<file path="config.mk">
export PLATFORM = sky130hd
export DESIGN_NAME = imem_loader
export DESIGN_NICKNAME = d
export VERILOG_FILES = /design/src/rtl/loader_pkg.sv /design/src/rtl/byte_packer.sv /design/src/rtl/imem_loader.sv
export SDC_FILE = /design/constraint.sdc
export NUM_CORES = 1
export LEC_CHECK = 0
export CAP_MARGIN = 10
export CORE_ASPECT_RATIO = 0.8
export CORE_MARGIN = 4
export CORE_UTILIZATION = 40
export CTS_CLUSTER_DIAMETER = 40
export DETAILED_ROUTE_END_ITERATION = 6
export SLEW_MARGIN = 20
export SYNTH_ARGS = -nofsm -noshare
export SYNTH_HDL_FRONTEND = slang
export SYNTH_HIERARCHICAL = 1
export SYNTH_SLANG_ARGS = --single-unit
</file>
<file path="constraint.sdc">
create_clock -name clk -period 5.4 [get_ports clk]
set_input_delay 1.35 -clock clk [delete_from_list [all_inputs] [get_ports clk]]
set_output_delay 1.35 -clock clk [all_outputs]
set_load 0.02 [all_outputs]
</file>
<file path="src/rtl/loader_pkg.sv">
// Shared types and RV32I opcode constants for the instruction-memory loader.
package loader_pkg;

    typedef enum logic [2:0] {
        S_IDLE,
        S_LEN_LO,
        S_LEN_HI,
        S_DATA,
        S_CSUM,
        S_DONE,
        S_ERROR
    } state_t;

    typedef enum logic [1:0] {
        ERR_NONE       = 2'd0,
        ERR_ILLEGAL_OP = 2'd1,
        ERR_LEN_OVF    = 2'd2,
        ERR_CSUM       = 2'd3
    } err_code_t;

    localparam logic [6:0] OP_R      = 7'b0110011;
    localparam logic [6:0] OP_I_ALU  = 7'b0010011;
    localparam logic [6:0] OP_LOAD   = 7'b0000011;
    localparam logic [6:0] OP_S      = 7'b0100011;
    localparam logic [6:0] OP_B      = 7'b1100011;
    localparam logic [6:0] OP_JAL    = 7'b1101111;
    localparam logic [6:0] OP_JALR   = 7'b1100111;
    localparam logic [6:0] OP_LUI    = 7'b0110111;
    localparam logic [6:0] OP_AUIPC  = 7'b0010111;
    localparam logic [6:0] OP_SYSTEM = 7'b1110011;

    // Opcodes the core's control decoder can execute.
    function automatic logic is_legal_op(input logic [6:0] op);
        logic legal;
        case (op)
            OP_R, OP_I_ALU, OP_LOAD, OP_S, OP_B,
            OP_JAL, OP_JALR, OP_LUI, OP_AUIPC, OP_SYSTEM: legal = 1'b1;
            default:                                      legal = 1'b0;
        endcase
        return legal;
    endfunction

endpackage

</file>
<file path="src/rtl/byte_packer.sv">
// Packs four accepted bytes little-endian into a 32-bit word; word_valid pulses
// combinationally on the fourth byte so the word can be checked in that cycle.
module byte_packer (
    input  logic        clk,
    input  logic        rst_n,
    input  logic        clr,
    input  logic        en,
    input  logic [7:0]  data,
    output logic [31:0] word,
    output logic        word_valid
);

    logic [1:0]  lane;
    logic [23:0] sr;

    always_ff @(posedge clk or negedge rst_n) begin
        if (!rst_n) begin
            lane <= 2'd0;
            sr   <= 24'd0;
        end else if (clr) begin
            lane <= 2'd0;
            sr   <= 24'd0;
        end else if (en) begin
            lane <= lane + 2'd1;
            sr   <= {data, sr[23:8]};
        end
    end

    assign word       = {data, sr};
    assign word_valid = en && (lane == 2'd3);

endmodule

</file>
<file path="src/rtl/imem_loader.sv">
// Framed byte-stream loader for instruction memory; holds the core in reset
// until a complete, checksum-clean image has been written.
//
//   state    | meaning
//   ---------+---------------------------------------------------------
//   S_IDLE   | after reset, waiting for start
//   S_LEN_LO | expecting low byte of word count
//   S_LEN_HI | expecting high byte; range check against capacity
//   S_DATA   | collecting payload, writing each legal word
//   S_CSUM   | expecting XOR checksum byte
//   S_DONE   | load good, core released
//   S_ERROR  | load failed, err_code holds the reason
module imem_loader
    import loader_pkg::*;
#(
    parameter int ADDR_W    = 10,
    parameter int BASE_ADDR = 0
) (
    input  logic              clk,
    input  logic              rst_n,
    input  logic              start,
    input  logic              byte_valid,
    input  logic [7:0]        byte_data,
    output logic              byte_ready,
    output logic              imem_we,
    output logic [ADDR_W-1:0] imem_addr,
    output logic [31:0]       imem_wdata,
    output logic              core_rst_n,
    output logic              busy,
    output logic              done,
    output logic              err,
    output logic [1:0]        err_code
);

    localparam int unsigned        CAP  = (32'd1 << ADDR_W) - 32'(BASE_ADDR);
    localparam logic [ADDR_W-1:0]  BASE = ADDR_W'(BASE_ADDR);

    state_t            state, state_nx;
    err_code_t         err_code_r;
    logic [7:0]        len_lo;
    logic [15:0]       remain;
    logic [ADDR_W-1:0] idx;
    logic [7:0]        csum;
    logic [31:0]       word;
    logic              word_valid;
    logic              accept;
    logic              start_ok;
    logic [15:0]       len_full;
    logic              len_ovf;
    logic              legal;

    assign accept   = byte_valid && byte_ready;
    assign start_ok = start && (state == S_IDLE || state == S_DONE || state == S_ERROR);
    assign len_full = {byte_data, len_lo};
    assign len_ovf  = 32'(len_full) > CAP;
    assign legal    = is_legal_op(word[6:0]);

    byte_packer u_packer (
        .clk        (clk),
        .rst_n      (rst_n),
        .clr        (start_ok),
        .en         (accept && (state == S_DATA)),
        .data       (byte_data),
        .word       (word),
        .word_valid (word_valid)
    );

    always_ff @(posedge clk or negedge rst_n) begin
        if (!rst_n) state <= S_IDLE;
        else        state <= state_nx;
    end

    always_comb begin
        state_nx = state;
        case (state)
            S_IDLE, S_DONE, S_ERROR: if (start_ok) state_nx = S_LEN_LO;
            S_LEN_LO: if (accept) state_nx = S_LEN_HI;
            S_LEN_HI: begin
                if (accept) begin
                    if (len_ovf)               state_nx = S_ERROR;
                    else if (len_full == 16'd0) state_nx = S_CSUM;
                    else                       state_nx = S_DATA;
                end
            end
            S_DATA: begin
                if (word_valid) begin
                    if (!legal)               state_nx = S_ERROR;
                    else if (remain == 16'd1) state_nx = S_CSUM;
                end
            end
            S_CSUM: if (accept) state_nx = (byte_data == csum) ? S_DONE : S_ERROR;
            default: state_nx = S_IDLE;
        endcase
    end

    always_comb begin
        byte_ready = (state == S_LEN_LO) || (state == S_LEN_HI) ||
                     (state == S_DATA)   || (state == S_CSUM);
        busy       = byte_ready;
        done       = (state == S_DONE);
        err        = (state == S_ERROR);
        core_rst_n = (state == S_DONE);
        err_code   = err_code_r;
    end

    // remain counts down the words still owed; idx tracks the write offset.
    always_ff @(posedge clk or negedge rst_n) begin
        if (!rst_n) begin
            imem_we    <= 1'b0;
            imem_addr  <= '0;
            imem_wdata <= 32'd0;
            err_code_r <= ERR_NONE;
            len_lo     <= 8'd0;
            remain     <= 16'd0;
            idx        <= '0;
            csum       <= 8'd0;
        end else begin
            imem_we <= 1'b0;
            if (start_ok) begin
                err_code_r <= ERR_NONE;
                remain     <= 16'd0;
                idx        <= '0;
                csum       <= 8'd0;
            end
            case (state)
                S_LEN_LO: if (accept) len_lo <= byte_data;
                S_LEN_HI: begin
                    if (accept) begin
                        remain <= len_full;
                        if (len_ovf) err_code_r <= ERR_LEN_OVF;
                    end
                end
                S_DATA: begin
                    if (accept) csum <= csum ^ byte_data;
                    if (word_valid) begin
                        if (legal) begin
                            imem_we    <= 1'b1;
                            imem_addr  <= BASE + idx;
                            imem_wdata <= word;
                            idx        <= idx + 1'b1;
                            remain     <= remain - 16'd1;
                        end else begin
                            err_code_r <= ERR_ILLEGAL_OP;
                        end
                    end
                end
                S_CSUM: if (accept && byte_data != csum) err_code_r <= ERR_CSUM;
                default: ;
            endcase
        end
    end

endmodule
</file>
# Word level (Yosys, flattened, before mapping)
# Cells that the tools add are included.
[word_totals] mem_count=0 elab_cells=98 regBits=116 romBits=0 in_bits=12 latchBits=0 out_inout_bits=50 mem_bits_rw=0
[op_classes] add_sub_neg=3 eq_ne=26 bitwise_logic=1 div_mod_pow=0 reduce_logical=18 n_mul=0 shifts=0 n_lt_le_gt_ge=1 mux=38
[op_table] op="two-way mux 16 bit" count=4
[op_table] op="two-way mux 24 bit" count=2
[op_table] op="two-way mux 10 bit" count=4
[op_table] op="case mux 16 bit (2 select lines)" count=1
[op_table] op="== test 7 bit (second input constant)" count=4
[op_table] op="two-way mux 3 bit" count=9
[op_table] op="two-way mux 8 bit" count=3
[op_table] op="== test 7 x 6 -> 1 bit (second input constant)" count=3
[op_table] op="two-way mux 2 bit" count=9
[op_table] op="== test 16 x 1 -> 1 bit (second input constant)" count=1
[op_table] op="greater-than comparator 16 x 11 -> 1 bit (second input constant)" count=1
[op_table] op="zero test 16 bit" count=1
[op_table] op="subtractor 16 x 1 -> 16 bit (second input constant)" count=1
[op_table] op="case mux 3 bit (5 select lines)" count=1
[op_table] op="== test 7 x 5 -> 1 bit (second input constant)" count=2
[op_table] op="adder 10 x 1 -> 10 bit (second input constant)" count=1
[op_table] op="OR reduction 10 bit" count=1
[op_table] op="== test 3 bit (second input constant)" count=3
[op_table] op="== test 8 bit" count=1
[op_table] op="!= test 2 bit (second input constant)" count=4
[op_table] op="!= test 8 bit" count=1
[op_table] op="bitwise XOR 8 bit" count=1
[op_table] op="== test 7 x 2 -> 1 bit (second input constant)" count=1
[op_table] op="== test 3 x 2 -> 1 bit (second input constant)" count=2
[op_table] op="15 further kinds" count=26

# Logic depth before layout (Yosys ltp)
# Gate-level depths: netlist of the first run.
[depth] depth_word=9 ltp_mapped=16 depth_no_buf=11

# By module
# Netlist of the first run, hierarchy kept.
[by_module_without_submodules] module="imem_loader" n_inst=1 cells_each=512 area_each_um2=4501.8
[by_module_without_submodules] module="byte_packer" n_inst=1 cells_each=94 area_each_um2=1153.6

# Worst setup path before layout of the first run
# No wires, ideal clock.
[synth_timing] path_kind="input-to-reg" startpoint="in byte_valid" endpoint="reg remain[11]" stages=10 path_buffers=3 setup_ns=0.087 arrival_ns=3.411 slack_ns=1.903 cell_sequence="clkbuf_1 nand2_1 clkinv_1 buf_6 buf_12 and2_1 o211a_1 nand2_1 or4_2 o211ai_1"
[synth_between] elab_chain_len=5 elab_cells_between_ends=6 cone_classes="3 x mux; 3 x reduce/logical"
[synth_rtl] item="start: declaration" line_no="imem_loader.sv:22" source="input logic byte_valid,"
[synth_rtl] item="logical AND 1 bit" line_no="imem_loader.sv:52" source="assign accept = byte_valid && byte_ready;"
[synth_rtl] item="logical AND 1 bit" line_no="imem_loader.sv:62" source=".en (accept && (state == S_DATA)),"
[synth_rtl] item="logical AND 1 bit" line_no="byte_packer.sv:30" source="assign word_valid = en && (lane == 2'd3);"
[synth_rtl] item="named net word_valid" line_no="imem_loader.sv:45" source="logic word_valid;"
[synth_rtl] item="two-way mux 16 bit" line_no="imem_loader.sv:135" source="if (word_valid) begin"
[synth_rtl] item="case mux 16 bit (2 select lines)" line_no="imem_loader.sv:125" source="case (state)"
[synth_rtl] item="end signal: assignment" line_no="imem_loader.sv:129" source="remain <= len_full;"
[synth_rtl] item="end signal: assignment" line_no="imem_loader.sv:141" source="remain <= remain - 16'd1;"
[synth_rtl] item="end: declaration" line_no="imem_loader.sv:41" source="logic [15:0] remain;"
# The timed path passes the listed nets, and every way through them passes these cells.
# A chain may end at the register's enable or synchronous reset.

# Final worst setup path of the first run
[layout_timing] startpoint="in byte_valid" endpoint="reg remain[1]"
# The elaborated chain is that of the path after synthesis.

==> flow_metrics.tcl, run 1 <==
set metrics [dict create \
    status "complete, no violations" \
    critPathCaptureType "register" \
    fp-row-count 38 \
    finish.instance_area_sq_um 6920 \
    synth.area.top_cells "dfrtp_1, nand2_1, mux2i_1, nor2_1, o21ai_0" \
    drc 0 \
    slew-limit-headroom_pct 43.2 \
    finalNonFillerCells 843 \
    worstReg2RegEnd "remain[1]" \
    synth-seq-area-share_pct 51.3 \
    rsz0062_at_grt "false" \
    place_inst 811 \
    endpoint "remain[1]" \
    synth_flop_cell "dfrtp_1" \
    worst_clock_skew_ps 18.6 \
    drv_slew 0 \
    synth_top_area_cell "dfrtp_1" \
    post-place-ws_ps 947 \
    cts_made_buffers 17 \
    nets 666 \
    worst_pin_slew_ps 851 \
    layout-drive-gt1-share_pct 9.20 \
    setup_viol 0 \
    yosysWarnings 6 \
    synthTopCellsByCount "nand2_1, dfrtp_1, nor2_1" \
    clkTransAtPathRegs_ps 50 \
    synth_cells 606 \
    first_pass_iters 5 \
    yosys_register_bits 116 \
    hpwl_mm 9.25 \
    cp-startpoint "byte_valid" \
    cts.sinks 116 \
    combPwrFrac_pct 27.2 \
    swShare_pct 33.3 \
    yosys.cell_count.top_type "nand2_1" \
    ioPinCount 62 \
    pwr-share-seq_pct 37.0 \
    required_ps 5680 \
    fin_hold_ws_ps 471 \
    total_power_mw 3.32 \
    crit_fanout 26 \
    routed_wl_mm 13.7 \
    antenna_found_initial 0 \
    dpl-instance-area_sq_um 6290 \
    start_util_pct 41.3 \
    synth-edff-count 0 \
    layout_min_cycle_time_ps 4070 \
    cts_hold_buf 0 \
    r2r-start "state[1]" \
    grt_max_degree 84 \
    cts_tree "built" \
    io_buffer_count 61 \
    place_congestion 0.857 \
    synth_top_area_share_pct 51.3 \
    cts-resized-gates 0 \
    grt_pass1_wl_mm 23.3 \
    htree_levels 4 \
    avgSynthCellArea_sq_um 9.33 \
    die_y_um 114 \
    hold_class "register to register" \
    grt_pass1_vias 4457 \
    routedWlPerCell_um 16.3 \
    routed-via-count 4512 \
    period_share_pct 75.3 \
    post_cts_buffers 0 \
    ys_types 60 \
    grt-ovfl-total 0 \
    p_sw_mw 1.11 \
    max_freq_mhz 246 \
    clk_latency_ps 420 \
    die_w_um 141 \
    ctsRootBufferMaster "clkbuf_16" \
    syn_area_sq_um 5660 \
    clkPwrFrac_pct 35.8 \
    fin_util_pct 50.6 \
    regToRegSetupSlack_ps 1660 \
    die-area_sq_um 16100 \
    fill_cells 1291 \
    async_reset_ff_share_pct 100 \
    synth_nets 622 \
    post-route-worst-setup-slack_ps 1330 \
    grt.total_usage_pct 18.4 \
    clk_path_buf_depth 2 \
    postRouteAntennaNets 0 \
    hold_viol 0 \
    crit_type "input pin to register" \
    antenna_cells 0 \
    core-area_sq_um 13700 \
    drt_iter0_drc 349 \
    arrival_ps 4350 \
    reg2reg_depth 9 \
    power.density_nw_per_um2 480 \
    intPower_mw 2.22 \
    peakVddDrop_v 0.000271 \
    cp-start-kind "input pin" \
    setup_tns_ps 0 \
    cellLeakagePower_nw 3.19 \
    max-cap-violations 0 \
    viasPerCell 5.35 \
    syn_to_final_growth_pct 22.4 \
]
## cell families after synthesis
family,after synthesis,synth area share (%)
AO/OA/AOI/OAI,93,10.8
XOR/XNOR,17,2.63
adder cells (fa/ha/maj),4,0.885
buffers and inverters,52,5.22
flip-flops,116,51.3
multiplexers,37,6.77
AND/OR/NAND/NOR,287,22.3
## per-layer routing
layer,share of wire (%),GRT usage [%],vias to the layer above
met4,1.2,6.26,0
met1,47,25.4,2212
met5,0,0,-
li1,-,-,2153
met2,46,27.3,133
met3,5.8,6.05,14
## sequential cells by signal (all words and copies together) (netlist names)
register	cells
csum	8
err_code	2
idx	10
imem_addr	10
imem_wdata	32
imem_we	1
len_lo	8
remain	16
state	3
u_packer/lane	2
u_packer/sr	24
## placed cells by master (no fill, tap or decap), types with 12 or more instances in the layout
cell type / instances
clkbuf_16: 17
xor2_1: 12
nand3_1: 18
dfrtp_1: 116
nand2_1: 154
mux2i_1: 27
nor2_1: 63
o21ai_0: 35
a21oi_1: 16
clkdlybuf4s50_1: 60
## power by group through the flow
stage / combinational [mW] / sequential (mW) / clock (mW)
after detailed placement: 0.899 / 1.24 / 0
final: 0.904 / 1.23 / 1.19
after CTS: 0.905 / 1.23 / 1.21
after floorplan: 0.746 / 1.15 / 0
after global placement: 0.884 / 1.24 / 0
after global routing: 1.01 / 1.26 / 1.26
## how the worst min path moves through the flow
stage | endpoint | startpoint | cells past startpoint | slack, ps
final | imem_addr[6] | imem_addr[6] | 2 | 470
after global routing | imem_addr[6] | imem_addr[6] | 2 | 490
after CTS | imem_wdata[0] | imem_wdata[0] | 1 | 470
after detailed placement | imem_wdata[0] | imem_wdata[0] | 1 | 460
after global placement | imem_wdata[1] | imem_wdata[1] | 1 | 450
after floorplan | imem_wdata[7] | u_packer/sr[7] | 2 | 440
## layout make-up
class / count / area, sq um / area share [%]
inverter: 9 / 33.8 / 0.488
timing repair buffer: 68 / 664 / 9.60
clock buffer: 23 / 478 / 6.90
clock inverter: 9 / 150 / 2.17
tap: 180 / 225 / 3.25
multi-input combinational: 438 / 2470 / 35.7
sequential: 116 / 2900 / 41.9
## worst max-delay path, cell delays in order
cell             delay, ps
clkdlybuf4s50_1        830
nand2_1                360
clkinv_1               120
and2_1                 260
o2111ai_4              140
inv_1                  630
nor3_1                 280
a221o_1                360
(Power assumes the default switching activity.)
==> run 2: changes to the inputs <==
clock period = 3.9 ns   (was 5.4 ns; I/O delays follow)
==> run 2 against run 1 <==
Against the previous run:
- critical path depth decreased by 5
- clock skew is 11 ps lower
- sequential cell count stayed put
- sequential share of layout area fell by 0.13 points
- critical endpoint is now busy
==> flow_metrics.tcl, run 2 (synthesized netlist as in run 1, its figures left out) <==
set metrics [dict create \
    largest_reg_flops 32 \
    post_cts_buffers 0 \
    layout_commonest_cell "nand2_1" \
    worstPathCellList "nor2_1 -> xnor2_1 -> clkdlybuf4s50_1" \
    grt.total_usage_pct 19.0 \
    multi_input_area_sq_um 2470 \
    htree_levels 4 \
    dpl-instance-area_sq_um 6360 \
    crit_fanout 15 \
    drc 0 \
    place_congestion 0.881 \
    arrival_ps 2220 \
    intPower_mw 3.00 \
    critPathTopFamily "buffers and inverters" \
    finalNonFillerCells 849 \
    hold_start "imem_wdata[1]" \
    layout-drive-gt1-share_pct 10.2 \
    critPathMaxStageDelay_ps 680 \
    required_ps 2920 \
    hold_class "register to register" \
    die_y_um 114 \
    clkTransAtPathRegs_ps 50 \
    cellLeakagePower_nw 3.22 \
    reg.largest.list "imem_wdata (32), u_packer/sr (24), remain (16)" \
    core-area_sq_um 13700 \
    critPathCaptureType "primary output" \
    fp-row-count 38 \
    crit_slowest_cell "clkdlybuf4s50_1" \
    drv_slew 0 \
    hpwl_mm 9.74 \
    peakVddDrop_v 0.000362 \
    antenna_cells 0 \
    worstReg2RegEnd "remain[14]" \
    max_freq_mhz 313 \
    seqCellArea_sq_um 2900 \
    critical_path_buf_inv_count 1 \
    p_sw_mw 1.55 \
    cts_hold_buf 0 \
    status "complete, no violations" \
    r2r-start "state[2]" \
    slew-limit-headroom_pct 44.5 \
    routed_wl_mm 14.3 \
    clk_latency_ps 410 \
    rsz0062_at_grt "false" \
    worst_clock_skew_ps 7.34 \
    grt_max_degree 66 \
    cts-resized-gates 0 \
    swShare_pct 34.0 \
    io_buffer_count 61 \
    crit_type "register to primary output" \
    grt_pass1_wl_mm 24.0 \
    period_share_pct 82.0 \
    nets 675 \
    fill_cells 1307 \
    worstHoldEndpoint "imem_wdata[1]" \
    syn_to_final_growth_pct 22.8 \
    pwr-share-seq_pct 37.3 \
    setup_viol 0 \
    finish.instance_area_sq_um 6940 \
    reg2reg_depth 11 \
    power.density_nw_per_um2 654 \
    clk_path_buf_depth 2 \
    clkPwrFrac_pct 34.0 \
    holdPathStages 1 \
    routedWlPerCell_um 16.9 \
    combPwrFrac_pct 28.7 \
    routed-via-count 4549 \
    ctsRootBufferMaster "clkbuf_16" \
    layout_min_cycle_time_ps 3200 \
    grt-ovfl-total 0 \
    antenna_found_initial 0 \
    worst_pin_slew_ps 827 \
    place_inst 820 \
    cts.sinks 116 \
    die_w_um 141 \
    largest_register "imem_wdata" \
    regToRegSetupSlack_ps 820 \
    final_cell_mix "nand2_1, dfrtp_1, nor2_1" \
    first_pass_iters 5 \
    postRouteAntennaNets 0 \
    die-area_sq_um 16100 \
    hold_viol 0 \
    start_util_pct 41.3 \
    grt_pass1_vias 4575 \
    setup_tns_ps 0 \
    cts_made_buffers 17 \
    max-cap-violations 0 \
    viasPerCell 5.36 \
    cp-start-kind "register" \
    fin_util_pct 50.7 \
    drt_iter0_drc 344 \
    ioPinCount 62 \
    cts_tree "built" \
]
run 2: cell count changes in the layout (fill, tap and decap cells not counted), sizes merged:
cell      change
buf           +9
bufinv        -2
clkbuf        +2
clkinvlp      -2
clkinv        -1
run 2: per-stage QoR:
step	hold WS (ps)	worst slack, ps	power (mW)
after floorplan	438	778	2.62
after global placement	453	710	2.98
after detailed placement	461	649	3.01
after CTS	476	670	4.57
after global routing	484	485	4.81
final	468	702	4.54
run 2: cell type report:
type | instances | area share [%]
flip-flops and latches | 116 | 41.8
multi-input cells | 438 | 35.5
repair buffers | 77 | 10.5
clock buffers | 25 | 7.42
well taps | 180 | 3.24
clock inverters | 4 | 1.01
inverters | 9 | 0.486
run 2: power by group through the flow:
stage,Sequential [mW],Combinational (mW),Clock (mW)
floorplan,1.59,1.03,0
global placement,1.69,1.28,0
detailed placement,1.71,1.31,0
CTS,1.69,1.31,1.57
global route,1.73,1.46,1.62
finish,1.70,1.31,1.54
run 2: worst max path at each step:
stage / endpoint / slack, ps / cells past startpoint / startpoint
floorplan: remain[11] / 780 / 10 / byte_valid
finish: busy / 700 / 3 / state[0]
CTS: busy / 670 / 3 / state[0]
global placement: remain[14] / 710 / 9 / byte_valid
detailed placement: remain[14] / 650 / 9 / byte_valid
global route: remain[12] / 490 / 11 / state[2]
run 2: worst register-to-register path, stage by stage (launching register included):
cell	delay [ps]
dfrtp_1	660
nor2b_1	100
buf_4	190
and2_1	270
nand2_1	140
clkinv_1	80
and2_1	210
o2111ai_4	100
buf_4	520
nor2_1	220
a22o_2	280
a211o_1	230
run 2: per-layer routing:
metal	vias up	share of wire, %	GRT usage (%)
li1	2160	-	-
met1	2264	48	27.4
met2	109	46	28.5
met3	16	4.7	3.47
met4	0	1.6	7.36
met5	-	0	0
==> edit: new RTL, flow settings as in run 2 <==
The parameter `ADDR_W` goes from 10 to 11.
--- a/src/rtl/imem_loader.sv
+++ b/src/rtl/imem_loader.sv
@@ -15,3 +15,3 @@
 #(
-    parameter int ADDR_W    = 10,
+    parameter int ADDR_W    = 11,
     parameter int BASE_ADDR = 0
Interface: changed (resized imem_addr); port bits go from 62 to 63. The function was not compared with the original's and may differ.
==> edit against run 2 <==
  * Synthesized cell count is 0.83% lower
  * Area after synthesis is 1.2% higher
  * Largest power group unchanged
  * Wire length is 0.75% higher
  * Final area is 2.3% higher
  * Worst setup slack worse by 0.084 ns
  * Hold slack better by 0.0038 ns
  * Global-route usage is 0.53 points lower
  * Die area is 1.1% higher
  * Maximum frequency is 2.6% lower
  * Power is 3.0% higher
  * Sequential share of layout area is 0.24 points lower
  * Sequential cell count is 2 higher
  * Final cell count is 0.71% higher
==> edit: results <==
metrics = {
    "synthesis": {
        "ys_types": 56,
        "ys_seq_area_share_pct": 51.6,
        "synth_fp_nets": 617,
        "synth.area.mux_share_pct": 8.44,
        "ys_top_cells_by_count": "nand2_1, dfrtp_1, nor2_1",
        "synthTopCellsByArea": "dfrtp_1, nand2_1, mux2i_1, nor2_1, o21ai_0",
        "synth_compound_area_share_pct": 9.49,
    },
    "final_layout": {
        "buf_share_pct": 11.0,
        "seq_cells": 118,
        "drive_above_1_share_pct": 11.3,
        "seq_share_pct": 41.6,
        "final_nets": 678,
        "buffers": 82,
        "multi_input_gates": 432,
        "num-nonclk-inverters": 11,
    },
    "critical_path": {
        "path_max_fanout": 26,
        "arrival_ns": 2.31,
        "rrSetupSlack_ns": 0.93,
    },
    "global_route": {
        "track_usage_pct": 18.4,
        "grt_pass1_wl_um": 23800,
        "grt_max_degree": 69,
        "use_met1_pct": 27.9,
        "grt_use_met3_pct": 4.20,
    },
    "place": {
        "placed_cell_area_mm2": 0.00649,
        "portBuffers": 62,
        "place_ws_ns": 0.569,
        "placed_cells_incl_taps": 823,
        "dp_hpwl_um": 10000,
    },
    "power": {
        "pwr-share-seq_pct": 36.7,
        "pwr_density_cell_mw_per_mm2": 659,
        "worst_ir_drop_vdd_v": 0.000341,
        "switching_share_pct": 34.2,
    },
    "detailed_routing": {
        "wl_um": 14400,
        "wl_met3_um": 756,
        "viasPerCell": 5.33,
        "route.met2.wl_um": 6190,
        "initialDrtViolationCount": 310,
    },
    "run_status": {
        "outcome": "complete, no violations",
    },
    "hold_path": {
        "min_to": "imem_addr[6]",
        "min_from": "imem_addr[6]",
    },
    "sta": {
        "hold_ws_ns": 0.472,
        "tightest_slew_ns": 0.878,
    },
}
[edit: cell count changes after synthesis, sizes merged, moves of 6 or more]
cell and delta:
xor2 -7, a21oi -11, xnor2 +6, o21ai -8
nand3 -7, mux2i +10, nor2 -13, nand2 +11
[edit: critical path: stages, from the launching register on]
cell and delay (ns):
dfrtp_1 0.66, or3_1 0.50, and2_1 0.20, clkdlybuf4s50_1 0.55
[edit: worst max-delay path by stage]
stage | end | startpoint | depth (start not counted) | slack (ns)
after floorplan | remain[9] | byte_valid | 11 | 0.54
after global placement | idx[7] | byte_valid | 9 | 0.68
after detailed placement | idx[7] | byte_valid | 9 | 0.57
after CTS | busy | state[0] | 3 | 0.62
after global routing | busy | state[0] | 3 | 0.55
final | busy | state[0] | 3 | 0.62
[edit: cells by family after synthesis]
| family | count (synthesis) |
|---|---|
| and+or+nand+nor | 289 |
| DFF | 118 |
| AOI/OAI and AO/OA | 76 |
| buffers and inverters | 51 |
| muxes | 47 |
| xor gates and xnor gates | 16 |
| adders and majority gates | 4 |
